### src/rtl/dsp_feed_pkg.sv
// Shared types and constants for the FIR feeder that sequences tap pairs into the hard DSP MAC.
package dsp_feed_pkg;

    typedef enum logic [1:0] {
        ST_IDLE  = 2'd0,
        ST_RUN   = 2'd1,
        ST_DRAIN = 2'd2,
        ST_HOLD  = 2'd3
    } feed_state_e;

    localparam int DEF_NTAPS   = 8;
    localparam int DEF_MAC_LAT = 2;
    // Drain counter only has to count to MAC_LAT-1, and MAC_LAT never exceeds 4.
    localparam int DRN_W       = 2;

    function automatic bit ntaps_ok(input int n);
        return (n >= 2) && (n <= 16) && ((n & (n - 1)) == 0);
    endfunction

    function automatic bit mac_lat_ok(input int l);
        return (l >= 1) && (l <= 4);
    endfunction

endpackage

### src/rtl/dsp_coef_bank.sv
// Coefficient register file: writable only while the feeder is idle, combinational read.
module dsp_coef_bank
    import dsp_feed_pkg::*;
#(
    parameter int NTAPS = DEF_NTAPS,
    parameter int AW    = $clog2(NTAPS)
) (
    input  logic          clk,
    input  logic          rst_n,
    input  logic          we,
    input  logic          idle,
    input  logic [AW-1:0] waddr,
    input  logic [31:0]   wdata,
    input  logic [AW-1:0] raddr,
    output logic [31:0]   rdata
);

    logic [31:0] coef_q [NTAPS];
    logic [31:0] coef_d [NTAPS];

    always_comb begin
        coef_d = coef_q;
        if (we && idle) begin
            coef_d[waddr] = wdata;
        end
    end

    always_ff @(posedge clk or negedge rst_n) begin
        if (!rst_n) begin
            for (int i = 0; i < NTAPS; i++) begin
                coef_q[i] <= '0;
            end
        end else begin
            coef_q <= coef_d;
        end
    end

    assign rdata = coef_q[raddr];

endmodule

### src/rtl/dsp_fir_feeder.sv
// N-tap FIR sequencer: keeps the sample history, streams (hist[k], coef[k]) into the DSP MAC
// with ENABLE/CLR framing, then holds the final MAC_OUT behind a valid/ready result port.
module dsp_fir_feeder
    import dsp_feed_pkg::*;
#(
    parameter int NTAPS   = DEF_NTAPS,
    parameter int MAC_LAT = DEF_MAC_LAT,
    parameter int AW      = $clog2(NTAPS)
) (
    input  logic          CLOCK,
    input  logic          RESET_N,
    input  logic          COEF_WE,
    input  logic [AW-1:0] COEF_ADDR,
    input  logic [31:0]   COEF_WDATA,
    input  logic [AW-1:0] NUM_TAPS_M1,
    input  logic          HIST_CLR,
    input  logic [31:0]   SAMPLE_DATA,
    input  logic          SAMPLE_VALID,
    output logic          SAMPLE_READY,
    output logic [31:0]   OPER_DATA,
    output logic [31:0]   COEF_DATA,
    output logic          ENABLE,
    output logic          CLR,
    input  logic [63:0]   MAC_OUT,
    output logic [63:0]   RESULT_DATA,
    output logic          RESULT_VALID,
    input  logic          RESULT_READY,
    output logic          BUSY,
    output logic [1:0]    DBG_STATE
);

    if (!ntaps_ok(NTAPS) || !mac_lat_ok(MAC_LAT)) begin : g_param_err
        $error("dsp_fir_feeder: NTAPS must be a power of two in 2..16 and MAC_LAT in 1..4");
    end

    // Handshakes: a transfer happens on a rising edge where both valid and ready are high;
    // SAMPLE_READY and RESULT_VALID are registered and never depend combinationally on inputs.

    feed_state_e   state_q, state_d;
    logic [AW-1:0] tap_q, tap_d;
    logic [AW-1:0] ntm1_q, ntm1_d;
    logic [DRN_W-1:0] drn_q, drn_d;
    logic [31:0]   hist_q [NTAPS];
    logic [31:0]   hist_d [NTAPS];
    logic [31:0]   oper_q, oper_d;
    logic [31:0]   coefo_q, coefo_d;
    logic          en_q, en_d;
    logic          clr_q, clr_d;
    logic [63:0]   res_q, res_d;
    logic          rv_q, rv_d;
    logic          sr_q, sr_d;
    logic          busy_q, busy_d;

    logic          accept;
    logic [AW-1:0] tap_nx;
    logic [AW-1:0] rd_addr;
    logic [31:0]   rd_coef;

    assign accept  = (state_q == ST_IDLE) && sr_q && SAMPLE_VALID;
    assign tap_nx  = tap_q + AW'(1);
    // Coefficient read address is the tap that will be presented after the coming edge.
    assign rd_addr = accept ? '0 : tap_nx;

    dsp_coef_bank #(
        .NTAPS (NTAPS),
        .AW    (AW)
    ) u_coef_bank (
        .clk   (CLOCK),
        .rst_n (RESET_N),
        .we    (COEF_WE),
        .idle  (state_q == ST_IDLE),
        .waddr (COEF_ADDR),
        .wdata (COEF_WDATA),
        .raddr (rd_addr),
        .rdata (rd_coef)
    );

    always_comb begin
        state_d = state_q;
        tap_d   = tap_q;
        ntm1_d  = ntm1_q;
        drn_d   = drn_q;
        hist_d  = hist_q;
        oper_d  = oper_q;
        coefo_d = coefo_q;
        en_d    = 1'b0;
        clr_d   = 1'b0;
        res_d   = res_q;
        rv_d    = rv_q;
        sr_d    = sr_q;
        busy_d  = busy_q;
        case (state_q)
            ST_IDLE: begin
                if (accept) begin
                    // A coincident HIST_CLR wipes the old history but the new sample still lands.
                    for (int i = NTAPS - 1; i > 0; i--) begin
                        hist_d[i] = HIST_CLR ? '0 : hist_q[i-1];
                    end
                    hist_d[0] = SAMPLE_DATA;
                    ntm1_d    = NUM_TAPS_M1;
                    tap_d     = '0;
                    oper_d    = SAMPLE_DATA;
                    coefo_d   = rd_coef;
                    en_d      = 1'b1;
                    clr_d     = 1'b1;
                    sr_d      = 1'b0;
                    busy_d    = 1'b1;
                    state_d   = ST_RUN;
                end else if (HIST_CLR) begin
                    for (int i = 0; i < NTAPS; i++) begin
                        hist_d[i] = '0;
                    end
                end
            end
            ST_RUN: begin
                if (tap_q == ntm1_q) begin
                    drn_d   = '0;
                    state_d = ST_DRAIN;
                end else begin
                    tap_d   = tap_nx;
                    oper_d  = hist_q[tap_nx];
                    coefo_d = rd_coef;
                    en_d    = 1'b1;
                end
            end
            ST_DRAIN: begin
                if (drn_q == DRN_W'(MAC_LAT - 1)) begin
                    res_d   = MAC_OUT;
                    rv_d    = 1'b1;
                    state_d = ST_HOLD;
                end else begin
                    drn_d = drn_q + DRN_W'(1);
                end
            end
            ST_HOLD: begin
                if (RESULT_READY) begin
                    rv_d    = 1'b0;
                    sr_d    = 1'b1;
                    busy_d  = 1'b0;
                    state_d = ST_IDLE;
                end
            end
            default: state_d = ST_IDLE;
        endcase
    end

    always_ff @(posedge CLOCK or negedge RESET_N) begin
        if (!RESET_N) begin
            state_q <= ST_IDLE;
            tap_q   <= '0;
            ntm1_q  <= '0;
            drn_q   <= '0;
            for (int i = 0; i < NTAPS; i++) begin
                hist_q[i] <= '0;
            end
            oper_q  <= '0;
            coefo_q <= '0;
            en_q    <= 1'b0;
            clr_q   <= 1'b0;
            res_q   <= '0;
            rv_q    <= 1'b0;
            sr_q    <= 1'b1;
            busy_q  <= 1'b0;
        end else begin
            state_q <= state_d;
            tap_q   <= tap_d;
            ntm1_q  <= ntm1_d;
            drn_q   <= drn_d;
            hist_q  <= hist_d;
            oper_q  <= oper_d;
            coefo_q <= coefo_d;
            en_q    <= en_d;
            clr_q   <= clr_d;
            res_q   <= res_d;
            rv_q    <= rv_d;
            sr_q    <= sr_d;
            busy_q  <= busy_d;
        end
    end

    assign SAMPLE_READY = sr_q;
    assign OPER_DATA    = oper_q;
    assign COEF_DATA    = coefo_q;
    assign ENABLE       = en_q;
    assign CLR          = clr_q;
    assign RESULT_DATA  = res_q;
    assign RESULT_VALID = rv_q;
    assign BUSY         = busy_q;
    assign DBG_STATE    = state_q;

endmodule
### config.mk
export PLATFORM = sky130hd
export DESIGN_NAME = dsp_fir_feeder
export DESIGN_NICKNAME = d
export VERILOG_FILES = /design/src/rtl/dsp_feed_pkg.sv /design/src/rtl/dsp_coef_bank.sv /design/src/rtl/dsp_fir_feeder.sv
export SDC_FILE = /design/constraint.sdc
export NUM_CORES = 1
export LEC_CHECK = 0
export CELL_PAD_IN_SITES_DETAIL_PLACEMENT = 2
export CELL_PAD_IN_SITES_GLOBAL_PLACEMENT = 2
export CORE_MARGIN = 4
export CORE_UTILIZATION = 41
export CTS_CLUSTER_SIZE = 20
export DETAILED_ROUTE_END_ITERATION = 10
export GPL_ROUTABILITY_DRIVEN = 0
export PLACE_DENSITY = 0.85
export SLEW_MARGIN = 20
export SYNTH_ARGS = -nofsm -noshare
export SYNTH_HDL_FRONTEND = slang
export SYNTH_SLANG_ARGS = --single-unit
### constraint.sdc
create_clock -name CLOCK -period 2.7 [get_ports CLOCK]
set_clock_uncertainty 0.1 [all_clocks]
set_input_delay 0.54 -clock CLOCK [delete_from_list [all_inputs] [get_ports CLOCK]]
set_output_delay 0.54 -clock CLOCK [all_outputs]
set_load 0.05 [all_outputs]
After elaboration in Yosys (flattened, before gate mapping)
Cells that the tools add are included.
{"block": "word_totals", "ff_bits": 655, "latch_bits": 0, "ram_bits": 0, "mem_bits_ro": 0, "wordCells": 114, "mem_count": 0}
{"block": "op_classes", "add_sub_neg": 2, "mul": 0, "n_div": 0, "n_lt_le_gt_ge": 4, "n_eq_ne": 11, "shift": 0, "muxes": 48, "n_bitwise": 3, "n_reduce_logical": 18}
{"cell": "256-bit 2-to-1 mux", "n": 2}
{"cell": "32-bit 2-to-1 mux", "n": 16}
{"cell": "256-bit bitwise mux", "n": 1}
{"cell": "32-bit binary-select mux with 3-bit select", "n": 2}
{"cell": "32-bit case mux with 2 select lines", "n": 2}
{"cell": "32-bit demux with 3-bit select", "n": 1}
{"cell": "4-bit >= comparator (second input constant)", "n": 3}
{"cell": "2-bit 2-to-1 mux", "n": 6}
{"cell": "2-bit != test (second input constant)", "n": 6}
{"cell": "3-bit inverter with 4-bit output", "n": 3}
{"cell": "3-bit AND reduction", "n": 4}
{"cell": "2-bit nonzero test", "n": 5}
{"cell": "3-bit 2-to-1 mux", "n": 3}
{"cell": "1-bit 2-to-1 mux", "n": 8}
{"cell": "1-bit case mux with 2 select lines", "n": 4}
{"cell": "2-bit case mux with 4 select lines", "n": 1}
{"cell": "3-bit case mux with 2 select lines", "n": 1}
{"cell": "2-bit AND reduction", "n": 3}
{"cell": "2-bit by 1-bit equality test with 1-bit output (second input constant)", "n": 2}
{"cell": "2-bit equality test (second input constant)", "n": 2}
{"cell": "1-bit logical AND", "n": 4}
{"cell": "4-bit by 1-bit less-than comparator with 1-bit output (second input constant)", "n": 1}
{"cell": "2-bit case mux with 2 select lines", "n": 1}
{"cell": "4-bit AND reduction", "n": 1}
{"cell": "4 further kinds", "n": 4}

Depth between registers and ports, before layout
Gate-level depths: netlist (run 1).
{"block": "logic_depth", "depth_word": 10, "ltp_mapped": 9, "mapped_depth_nobuf": 7}

Cells and area by module
Synthesis (run 1) repeated with hierarchy kept, for this count alone.
{"block": "unflattened", "cells_unflattened": 2012, "hier_area_um2": 28843.9}
{"mod": "dsp_fir_feeder", "n_inst": 1, "cells_per_inst": 1347, "area_per_inst_um2": 17421.7}
{"mod": "dsp_coef_bank", "n_inst": 1, "cells_per_inst": 665, "area_per_inst_um2": 11422.2}

Least setup slack after synthesis (run 1)
No wires, ideal clock.
{"block": "synth_path", "path_kind": "reg2reg", "from": "register state_q[0], in the netlist DBG_STATE[0]", "to": "register res_q[13], in the netlist RESULT_DATA[13]", "setup_time_ns": 0.125, "arrival_ns": 2.102, "required_time_ns": 2.475, "setup_slack_ns": 0.373, "stages_incl_launch_ff": 7, "path_buffers": 2, "period_less_slack_ns": 2.327, "path_cell_list": "dfrtp_1 > inv_1 > ha_1 > clkbuf_1 > nand2_1 > clkbuf_1 > mux2_2"}
{"block": "synth_via", "elab_chain_len": 2}
{"item": "start, declared", "line_no": "dsp_fir_feeder.sv:39", "rtl": "feed_state_e state_q, state_d;"}
{"item": "start signal, assigned", "line_no": "dsp_fir_feeder.sv:165", "rtl": "state_q <= state_d;"}
{"item": "2-bit equality test", "line_no": "dsp_fir_feeder.sv:92", "rtl": "case (state_q)"}
{"item": "2-bit AND reduction (no source line)"}
{"item": "end signal, assigned", "line_no": "dsp_fir_feeder.sv:174", "rtl": "res_q <= res_d;"}
{"item": "end, declared", "line_no": "dsp_fir_feeder.sv:49", "rtl": "logic [63:0] res_q, res_d;"}
Every way passes these cells.
A chain may end at the register's enable or synchronous reset.

Worst setup path after layout (run 1)
{"block": "layout_path", "from": "register busy_q, in the netlist BUSY", "to": "output BUSY"}
{"item": "start, declared", "line_no": "dsp_fir_feeder.sv:52", "rtl": "logic busy_q, busy_d;"}
{"item": "start signal, assigned", "line_no": "dsp_fir_feeder.sv:177", "rtl": "busy_q <= busy_d;"}
{"item": "end, declared", "line_no": "dsp_fir_feeder.sv:28", "rtl": "output logic BUSY,"}
No word-level cell between the ends.

==> results of run 1 <==
==> layout make-up <==
cell class	instances	area, sq um
Antenna cell	9	22.5
Clock buffer	108	2220
Clock inverter	23	319
Fill cell	6313	33500
Inverter	9	33.8
Multi-Input combinational cell	1170	11500
Sequential cell	655	16400
Tap cell	931	1160
Timing Repair Buffer	349	3830
==> per-stage QoR <==
stage	cells	cell area [sq um]	utilization	setup TNS [ns]
after floorplan	2012	28700	-	0
after global placement	3113	32900	0.477	0
after detailed placement	3113	32900	0.477	-0.00721
after CTS	3245	35500	0.514	0
after global routing	3253	35500	0.515	-0.0293
final	3254	35500	0.515	0
==> sequential cells by signal, indices dropped and copies added (netlist names) <==
name and flops:
drn_q 2, tap_q 3, DBG_STATE 2, BUSY 1
SAMPLE_READY 1, COEF_DATA 32, hist_q 256, CLR 1
RESULT_DATA 64, ntm1_q 3, RESULT_VALID 1, ENABLE 1
OPER_DATA 32, u_coef_bank.coef_q 256
==> routing by layer <==
layer / part of all wire / global-route usage / routed length, um
met1: 0.39 / 0.321 / 39100
met2: 0.53 / 0.477 / 53500
met3: 0.038 / 0.0426 / 3850
met4: 0.040 / 0.117 / 4020
met5: 0.00013 / 0 / 13
==> final timing paths <==
check                                                          from                                  end  slack [ns]  cells after the start
max in group asynchronous                                   RESET_N               hist_q[64]$_DFFE_PN0P_        1.22                      3
min in group CLOCK                                   NUM_TAPS_M1[2]                ntm1_q[2]$_DFFE_PN0P_        0.36                      3
worst max register to register             DBG_STATE[1]$_DFFE_PN0P_                 tap_q[2]$_DFFE_PN0P_        0.09                      9
worst min register to register  u_coef_bank.coef_q[175]$_DFFE_PN0P_  u_coef_bank.coef_q[175]$_DFFE_PN0P_        0.39                      1
worst max-delay path                               BUSY$_DFFE_PN0P_                                 BUSY        0.03                      1
worst min-delay path                                        RESET_N              hist_q[115]$_DFFE_PN0P_        0.36                      2
==> synth_stat cells (20+ instances only) <==
master	number	area share
o21ai_0	60	0.010
dfrtp_1	654	0.57
a21oi_1	59	0.010
nand2_1	51	0.0067
nor3b_1	21	0.0055
mux2_1	35	0.014
a31oi_1	32	0.0070
clkbuf_1	71	0.0093
a22o_1	256	0.078
o211ai_1	24	0.0063
a211oi_1	21	0.0055
mux2i_1	55	0.019
mux4_2	95	0.075
buf_2	79	0.014
nand3_1	37	0.0065
mux2_2	296	0.12
and4b_1	20	0.0070
nor3_1	21	0.0037
==> power groups by stage <==
stage                     logic [W]  clock network, W  registers, W
final                        0.0195            0.0106        0.0155
after global routing         0.0205            0.0113        0.0158
after CTS                    0.0196            0.0108        0.0154
after detailed placement     0.0192                 0        0.0154
after global placement       0.0181                 0        0.0149
after floorplan             0.00936                 0        0.0180
==> what timing repair did <==
item                                   in CTS  in global routing
endpoints found under the hold margin      36                  0
gates resized for setup                     1                  2
cloned                                      0                  0
hold buffers                                1                  0
setup endpoints to repair                  17                  2
==> layout by cell type, fill, tap and decap left out, types with 3 or more instances in the layout <==
cell	n
dfrtp_1	653
mux2_2	296
clkdlybuf4s50_1	269
a22o_1	256
mux4_2	95
clkbuf_16	76
o21ai_0	60
a21oi_1	58
mux2i_1	55
nand2_1	49
buf_12	42
nand3_1	36
mux2_1	35
buf_4	35
a31oi_1	32
o211ai_1	24
nor3_1	21
nor3b_1	21
a211oi_1	21
and4b_1	20
clkbuf_8	20
o22ai_1	12
clkbuf_1	12
o221a_2	10
clkinv_2	10
diode_2	9
o211ai_2	8
inv_1	6
bufinv_16	6
nor2_2	5
nor2_4	4
xnor2_1	4
nor2_1	4
ha_1	4
inv_2	3
xor2_1	3
nand2b_1	3
nand4_1	3
==> logic make-up after synthesis <==
logic type | after synthesis
flip-flops | 655
AO/OA/AOI/OAI | 496
XOR/XNOR | 8
buffers and inverters | 187
adder cells (fa/ha/maj) | 6
AND/OR/NAND/NOR | 178
multiplexers | 482
==> results.yml, run 1 <==
timing:
  drv_slew: 0
  max_freq_mhz: 375
  timing.final.crit_share: 0.989
  slew_headroom: 0.515
  finalHoldViolCount: 0
  worstMarginPinSlew_ns: 0.725
  postLayoutSetupSlackWorst_ns: 0.0302
  finalSetupViolations: 0
  period_needed_ns: 2.67
  timing.hold.ws_ns: 0.356
worst_setup_path:
  cp_num_buf_inv: 1
  worst-path-max-fanout: 3
  critical_path_class: "reg2out"
  crit_path_max_incr_delay_ns: 0.99
  startpoint_type: "flop"
  cpMaxStageDelayCell: "clkdlybuf4s50_1"
  end_kind: "primary output"
  cp_cell_sequence: "clkdlybuf4s50_1"
  cp.arrival_ns: 2.03
  timing.critical_path.max_delay_family: "buffers and inverters"
  crit_path_required_time_ns: 2.06
clock_network:
  cts_tree: "yes"
  numCtsBuffers: 73
  cts_clock_pin_slew_for_the_worst_setup_and_hold_paths_ns: 0.07
  cts-root-buf: "clkbuf_16"
  cts_setup_buffers: 0
  max-clock-path-buffers: 3
  clock_insertion_delay_worst_skew_ns: 0.63
  clkSinkCount: 655
  htreeDepth: 3
pwr:
  irDropWorstVdd_mv: 0.980
  power.share.clock: 0.233
  switchingPower_w: 0.0184
  leakage_nw: 15.5
  post-layout-total-power_w: 0.0456
  power.density_cell_area_nw_per_um2: 1290
  swShare: 0.402
  power_frac_seq: 0.339
  share_comb_of_total_power: 0.428
  int_power_w: 0.0273
synthesis:
  main_combinational_cell_family_by_area_after_synthesis: "multiplexers"
  seq_cells_post_synth: 655
  post_synthesis_net_count: 2158
  ys_warn_count: 0
  synth_xor_xnor_area_share: 0.00270
  synth-compound-area-share: 0.132
  fraction_of_registers_with_async_set_reset: 1.00
  postSynthAreaPerCell_sq_um: 14.3
  synth_edf_count: 0
  portion_of_the_post_synthesis_area_used_by_sequential_elements: 0.571
  synthSimpleGateAreaFrac: 0.0349
  muxShareOfSynthArea: 0.225
  synth-adder-area-share: 0.00262
  main_synth_ff_type: "dfrtp_1"
  post_synth_instance_area_sq_um: 28700
  synth.lib_cells_used.distinct: 54
  synthesis.instances: 2012
floorplan:
  die_width_um: 273
  std_cell_rows: 96
  ioPinCount: 275
  floorplan.initialDensity: 0.416
  die_height_um: 273
  die-area_sq_um: 74300
  placeableCoreArea_sq_um: 68900
routing:
  detail_route.iter0.violations: 1445
  drtPass1Iterations: 5
  vias_per_cell: 6.06
  drt-wirelength-per-cell_um: 30.9
  vias: 19700
  drt.antenna.violating_nets: 0
  drt_wl_total_mm: 100
  drc: 0
cells_and_area:
  drive_gt1_frac: 0.273
  final_nets: 2404
  syn_to_final_growth_pct: 23.7
placed_design:
  place_hpwl_mm: 59.0
  io_buffer_count: 274
  pre_cts_ws_ns: -0.00721
global_routing:
  grt_use_total: 0.268
  antenna_found_initial: 10
  maximum_number_of_pins_on_one_net_before_global_route_repair: 80
  global_route_wire_length_before_repair_mm: 152
  first_global_vias: 23400
  grt-ovfl-total: 0
min_path:
  timing.hold.worst.class: "in2async"
job:
  drv.max_cap_violation_count: 0
outcome:
  status: "finished clean"
(Power assumes the default switching activity.)
==> run 2, diff against run 1 <==
Settings changed: CAP_MARGIN from default to 5.
==> results of run 2 <==
Same layout as run 1: the final DEF is identical, and so are final timing and power.
